--- src/rtl/ram_arbiter_pkg.sv ---
// ram_arbiter_pkg: shared widths, parameter defaults and FSM encoding for the RAM arbiter.
package ram_arbiter_pkg;
  localparam int AW = 18;
  localparam int DW = 16;
  localparam int TIMEOUT_DEF = 64;
  localparam int GAP_DEF = 2;
  typedef enum logic [2:0] {IDLE, ISSUE, WAIT_DONE, ACK, GAP} state_t;
endpackage

--- src/rtl/done_sync.sv ---
// done_sync: two-flop synchronizer for mem_done with a third flop for rising-edge detect.
module done_sync (
  input  logic clk,
  input  logic rst,
  input  logic d,
  output logic level,
  output logic rise
);
  logic [2:0] s_q, s_d;
  always_comb s_d = {s_q[1:0], d};
  always_ff @(posedge clk or posedge rst)
    if (rst) s_q <= '0;
    else s_q <= s_d;
  assign level = s_q[1];
  assign rise = s_q[1] & ~s_q[2];
endmodule

--- src/rtl/ram_arbiter.sv ---
// ram_arbiter: round-robin arbiter of two requesters onto one RAM controller,
// with done synchronization, timeout abort and an inter-access gap.
module ram_arbiter
  import ram_arbiter_pkg::*;
#(
  parameter int TIMEOUT_CYCLES = TIMEOUT_DEF,
  parameter int GAP_CYCLES = GAP_DEF
) (
  input  logic          clk,
  input  logic          rst,
  input  logic          req0_valid,
  input  logic          req0_we,
  input  logic [AW-1:0] req0_addr,
  input  logic [DW-1:0] req0_wdata,
  output logic          req0_ack,
  output logic          req0_err,
  output logic [DW-1:0] req0_rdata,
  input  logic          req1_valid,
  input  logic          req1_we,
  input  logic [AW-1:0] req1_addr,
  input  logic [DW-1:0] req1_wdata,
  output logic          req1_ack,
  output logic          req1_err,
  output logic [DW-1:0] req1_rdata,
  output logic          mem_en,
  output logic          mem_re,
  output logic          mem_we,
  output logic [AW-1:0] mem_addr,
  output logic [DW-1:0] mem_wdata,
  input  logic [DW-1:0] mem_rdata,
  input  logic          mem_done
);
  localparam int CW = $clog2((TIMEOUT_CYCLES > GAP_CYCLES ? TIMEOUT_CYCLES : GAP_CYCLES) + 1);
  state_t st_q, st_d;
  logic gnt_q, gnt_d, pri_q, pri_d, we_q, we_d, err_q, err_d;
  logic [AW-1:0] addr_q, addr_d;
  logic [DW-1:0] wdata_q, wdata_d, rd0_q, rd0_d, rd1_q, rd1_d;
  logic [CW-1:0] cnt_q, cnt_d;
  logic done_lvl, done_rise, act;
  done_sync u_sync (.clk(clk), .rst(rst), .d(mem_done), .level(done_lvl), .rise(done_rise));
  always_comb begin
    st_d = st_q;
    gnt_d = gnt_q;
    pri_d = pri_q;
    we_d = we_q;
    err_d = err_q;
    addr_d = addr_q;
    wdata_d = wdata_q;
    rd0_d = rd0_q;
    rd1_d = rd1_q;
    cnt_d = cnt_q;
    case (st_q)
      IDLE: if (req0_valid | req1_valid) begin
        // pri_q names the requester that wins a tie; it starts at 0
        gnt_d = (req0_valid & req1_valid) ? pri_q : req1_valid;
        pri_d = ~gnt_d;
        we_d = gnt_d ? req1_we : req0_we;
        addr_d = gnt_d ? req1_addr : req0_addr;
        wdata_d = gnt_d ? req1_wdata : req0_wdata;
        st_d = ISSUE;
      end
      ISSUE: begin
        cnt_d = '0;
        st_d = WAIT_DONE;
      end
      WAIT_DONE: if (done_rise) begin
        err_d = 1'b0;
        rd0_d = (!we_q && !gnt_q) ? mem_rdata : rd0_q;
        rd1_d = (!we_q && gnt_q) ? mem_rdata : rd1_q;
        st_d = ACK;
      end else if (cnt_q == CW'(TIMEOUT_CYCLES - 1)) begin
        err_d = 1'b1;
        st_d = ACK;
      end else cnt_d = cnt_q + 1'b1;
      ACK: begin
        cnt_d = '0;
        st_d = GAP;
      end
      GAP: if (cnt_q >= CW'(GAP_CYCLES - 1) && !done_lvl) st_d = IDLE;
      else if (cnt_q < CW'(GAP_CYCLES - 1)) cnt_d = cnt_q + 1'b1;
      default: st_d = IDLE;
    endcase
  end
  always_ff @(posedge clk or posedge rst)
    if (rst) begin
      st_q <= IDLE;
      gnt_q <= 1'b0;
      pri_q <= 1'b0;
      we_q <= 1'b0;
      err_q <= 1'b0;
      addr_q <= '0;
      wdata_q <= '0;
      rd0_q <= '0;
      rd1_q <= '0;
      cnt_q <= '0;
    end else begin
      st_q <= st_d;
      gnt_q <= gnt_d;
      pri_q <= pri_d;
      we_q <= we_d;
      err_q <= err_d;
      addr_q <= addr_d;
      wdata_q <= wdata_d;
      rd0_q <= rd0_d;
      rd1_q <= rd1_d;
      cnt_q <= cnt_d;
    end
  assign act = (st_q == ISSUE) || (st_q == WAIT_DONE);
  assign mem_en = act;
  assign mem_we = act & we_q;
  assign mem_re = act & ~we_q;
  assign mem_addr = addr_q;
  assign mem_wdata = wdata_q;
  assign req0_ack = (st_q == ACK) & ~gnt_q;
  assign req1_ack = (st_q == ACK) & gnt_q;
  assign req0_err = req0_ack & err_q;
  assign req1_err = req1_ack & err_q;
  assign req0_rdata = rd0_q;
  assign req1_rdata = rd1_q;
endmodule

--- config.mk ---
export PLATFORM = sky130hd
export DESIGN_NAME = ram_arbiter
export DESIGN_NICKNAME = d
export VERILOG_FILES = /design/src/rtl/ram_arbiter_pkg.sv /design/src/rtl/done_sync.sv /design/src/rtl/ram_arbiter.sv
export SDC_FILE = /design/constraint.sdc
export NUM_CORES = 1
export LEC_CHECK = 0
export CORE_MARGIN = 1.5
export CORE_UTILIZATION = 40
export CTS_CLUSTER_SIZE = 12
export DETAILED_ROUTE_END_ITERATION = 8
export PLACE_DENSITY = 0.78
export SYNTH_ARGS = -nofsm -noshare
export SYNTH_HDL_FRONTEND = slang
export SYNTH_SLANG_ARGS = --single-unit
--- constraint.sdc ---
create_clock -name clk -period 3.65 [get_ports clk]
set_input_delay 0.73 -clock clk [delete_from_list [all_inputs] [get_ports clk]]
set_output_delay 0.73 -clock clk [all_outputs]
set_load 0.005 [all_outputs]
==> impl_metrics.yaml <==
clocking:
  clk_pin_slew_worst_paths_ns: 0.08
  clkSinkCount: 83
  postCtsSetupBuffers: 0
  cts_tree: "done"
  htree_num_levels: 3
  postCtsResizedCells: 0
  cts_hold_buf: 0
  cts_root_buf: "clkbuf_8"
  clockBufferDepth: 2
  cts_buffers: 9
  clock_latency_ns: 0.35
synth:
  synth_top_area_share_pct: 58.7
  yosys_warnings: 0
  ys_ff_latch: 83
  yosys.cell_count.top_type: "dfrtp_1"
  synth_cell_type_count: 44
  syn_area_um2: 3540
  ys_seq_area_share_pct: 58.7
  synthFlopType: "dfrtp_1"
  syn-instance-count: 275
  synth-edff-count: 0
  netlist_top_cells_area: "dfrtp_1 59%, mux2_2 10%, a222oi_1 9.9%"
  syn_avg_cell_area_um2: 12.9
  yosysTopAreaCell: "dfrtp_1"
  syn-num-nets: 368
  async_flop_share_pct: 100
  netlist_top_cells_count: "83 x dfrtp_1, 42 x inv_1, 35 x a222oi_1, 32 x mux2_2, 10 x nor2_1"
timing:
  setup_tns_ns: 0
  max_freq_mhz: 356
  hold_viol_final: 0
  setup_viol: 0
  tightest_slew_ns: 1.19
  slew_violations: 0
  rsz0062_at_grt: "no"
  post-route-period-util_pct: 77.0
  relSlewSlack_pct: 20.8
  skew_ns: 0.0138
  min_period_ns: 2.81
worst_setup_path:
  cp_max_fo: 14
  crit_chain: "and2b_2, nand2_1, nor2_1, and2_1, clkdlybuf4s50_1"
  r2r_start: "st_q[2]"
  crit_arrival_ns: 2.08
  r2r_cells: 4
  crit_required_ns: 2.92
  crit_path_end: "req0_err"
  start_kind: "register"
  crit_family: "simple AND/OR/NAND/NOR gates"
  rrSetupSlack_ns: 1.41
  end_kind: "output port"
  startpoint: "st_q[2]"
  criticalPathCategory: "register to output port"
  worst-path-buf-inv: 1
  slowest_stage: "dfrtp_1"
  cp.depth: 5
  cp_slowest_stage_delay_ns: 0.53
  timing.rr.end: "mem_addr[8]"
route:
  ant_nets: 0
  drtIter0Drc: 265
  vias_per_cell: 5.36
  drc: 0
  routed_wl_um: 9290
  wl_per_cell_um: 16.9
  via_count: 2951
  first_pass_iters: 6
power:
  power_mw: 4.15
  ir_drop_uv: 400
  p_per_area_nw_per_um2: 762
  p_leak_nw: 2.45
floorplan:
  coreArea_um2: 8640
  rows: 34
  ios: 164
  die_area_um2: 9410
  fp.dieH_um: 97.0
  start_util_pct: 40.9
  die_w_um: 97.0
grt:
  antenna_found_initial: 0
  grt_max_degree: 65
  grt_usage_pct: 20.4
  grt_pass1_wl_um: 15500
  global_route.usage.met1_pct: 25.0
  grt_use_met2_pct: 32.3
  grtUsageMet3_pct: 8.02
  gr-total-overflow: 0
  busiest_layer: "met2"
  grt_pass1_vias: 3134
layout:
  drive_gt1_share_pct: 14.2
  final_nets: 531
  syn_to_final_growth_pct: 53.9
  n_antenna_cell: 0
worst_hold_path:
  hold_path_class: "register to register"
placement:
  dpl.hpwl_um: 6730
  place.gp.congestion: 0.816
  portBuffers: 163
run:
  drv_cap: 0
outcome:
  outcome: "finished clean"
-- cells by family (layout without fill, tap and decap cells) --
| logic type | after synthesis | in the layout | synth area share (%) |
|---|---|---|---|
| XOR/XNOR | 1 | 1 | 0.248 |
| adder cells (fa/ha/maj) | 2 | 2 | 0.708 |
| AND/OR/NAND/NOR | 38 | 38 | 6.48 |
| flip-flops | 83 | 83 | 58.7 |
| AO/OA/AOI/OAI | 62 | 62 | 16.1 |
| multiplexers | 32 | 32 | 10.2 |
| buffers and inverters | 57 | 225 | 7.50 |
-- cell usage in the layout (no fill, tap or decap), types with 2 or more instances in the layout --
cell,count
clkdlybuf4s50_1,163
dfrtp_1,83
inv_1,41
a222oi_1,35
mux2_2,32
nor2_1,10
clkbuf_8,10
nand2_1,7
a31oi_1,4
a21oi_1,3
nand3_1,3
and2_1,3
buf_4,3
o211a_1,2
a21o_1,2
nand2b_1,2
o211ai_1,2
o21a_1,2
a211oi_1,2
or3_1,2
ha_1,2
clkinvlp_4,2
clkinv_4,2
-- worst min path at each step --
| stage | startpoint | endpoint | slack [ns] | cells after the start |
|---|---|---|---|---|
| 3_5_place_dp | u_sync.s_q[0] | u_sync.s_q[1] | 0.33 | 0 |
| 2_1_floorplan | u_sync.s_q[0] | u_sync.s_q[1] | 0.33 | 0 |
| 5_1_grt | u_sync.s_q[0] | u_sync.s_q[1] | 0.36 | 0 |
| 6_report | u_sync.s_q[0] | u_sync.s_q[1] | 0.35 | 0 |
| 4_1_cts | u_sync.s_q[0] | u_sync.s_q[1] | 0.35 | 0 |
| 3_3_place_gp | u_sync.s_q[0] | u_sync.s_q[1] | 0.33 | 0 |
-- routing by layer --
layer	up-vias	part of all wire, %	wire, um
met3	24	9.5	879
met5	-	0	0
li1	1349	-	-
met2	136	47	4340
met1	1442	41	3820
met4	0	2.7	251
-- layout make-up --
cell class / instances / area, um^2
flip-flops and latches: 83 / 2080
multi-input cells: 135 / 1190
fillers: 681 / 3190
inverters: 42 / 159
repair buffers: 167 / 1670
well taps: 108 / 135
clock inverters: 5 / 62.6
clock buffers: 11 / 141
-- registers in the layout (all words and copies together) (netlist names), 3 cells and up --
| register | cells |
|---|---|
| st_q | 3 |
| mem_addr | 18 |
| mem_wdata | 16 |
| cnt_q | 7 |
| u_sync.s_q | 3 |
| req1_rdata | 16 |
| req0_rdata | 16 |
-- through the flow --
step,cell area [um^2],hold slack [ns],std cells,utilization [%],setup WS (ns)
detailed placement,5240,0.335,535,60.7,0.862
finish,5440,0.353,551,63.0,0.841
global placement,5240,0.332,535,60.7,0.984
floorplan,3540,0.331,275,-,0.783
global route,5440,0.360,551,63.0,0.690
CTS,5440,0.354,551,63.0,0.819
-- where the power goes --
group | switching [mW] | internal (mW)
Combinational | 0.708 | 1.18
Sequential | 0.270 | 1.32
Clock | 0.332 | 0.338
Total | 1.31 | 2.84
Note: power is estimated with default switching activity, not from simulation.
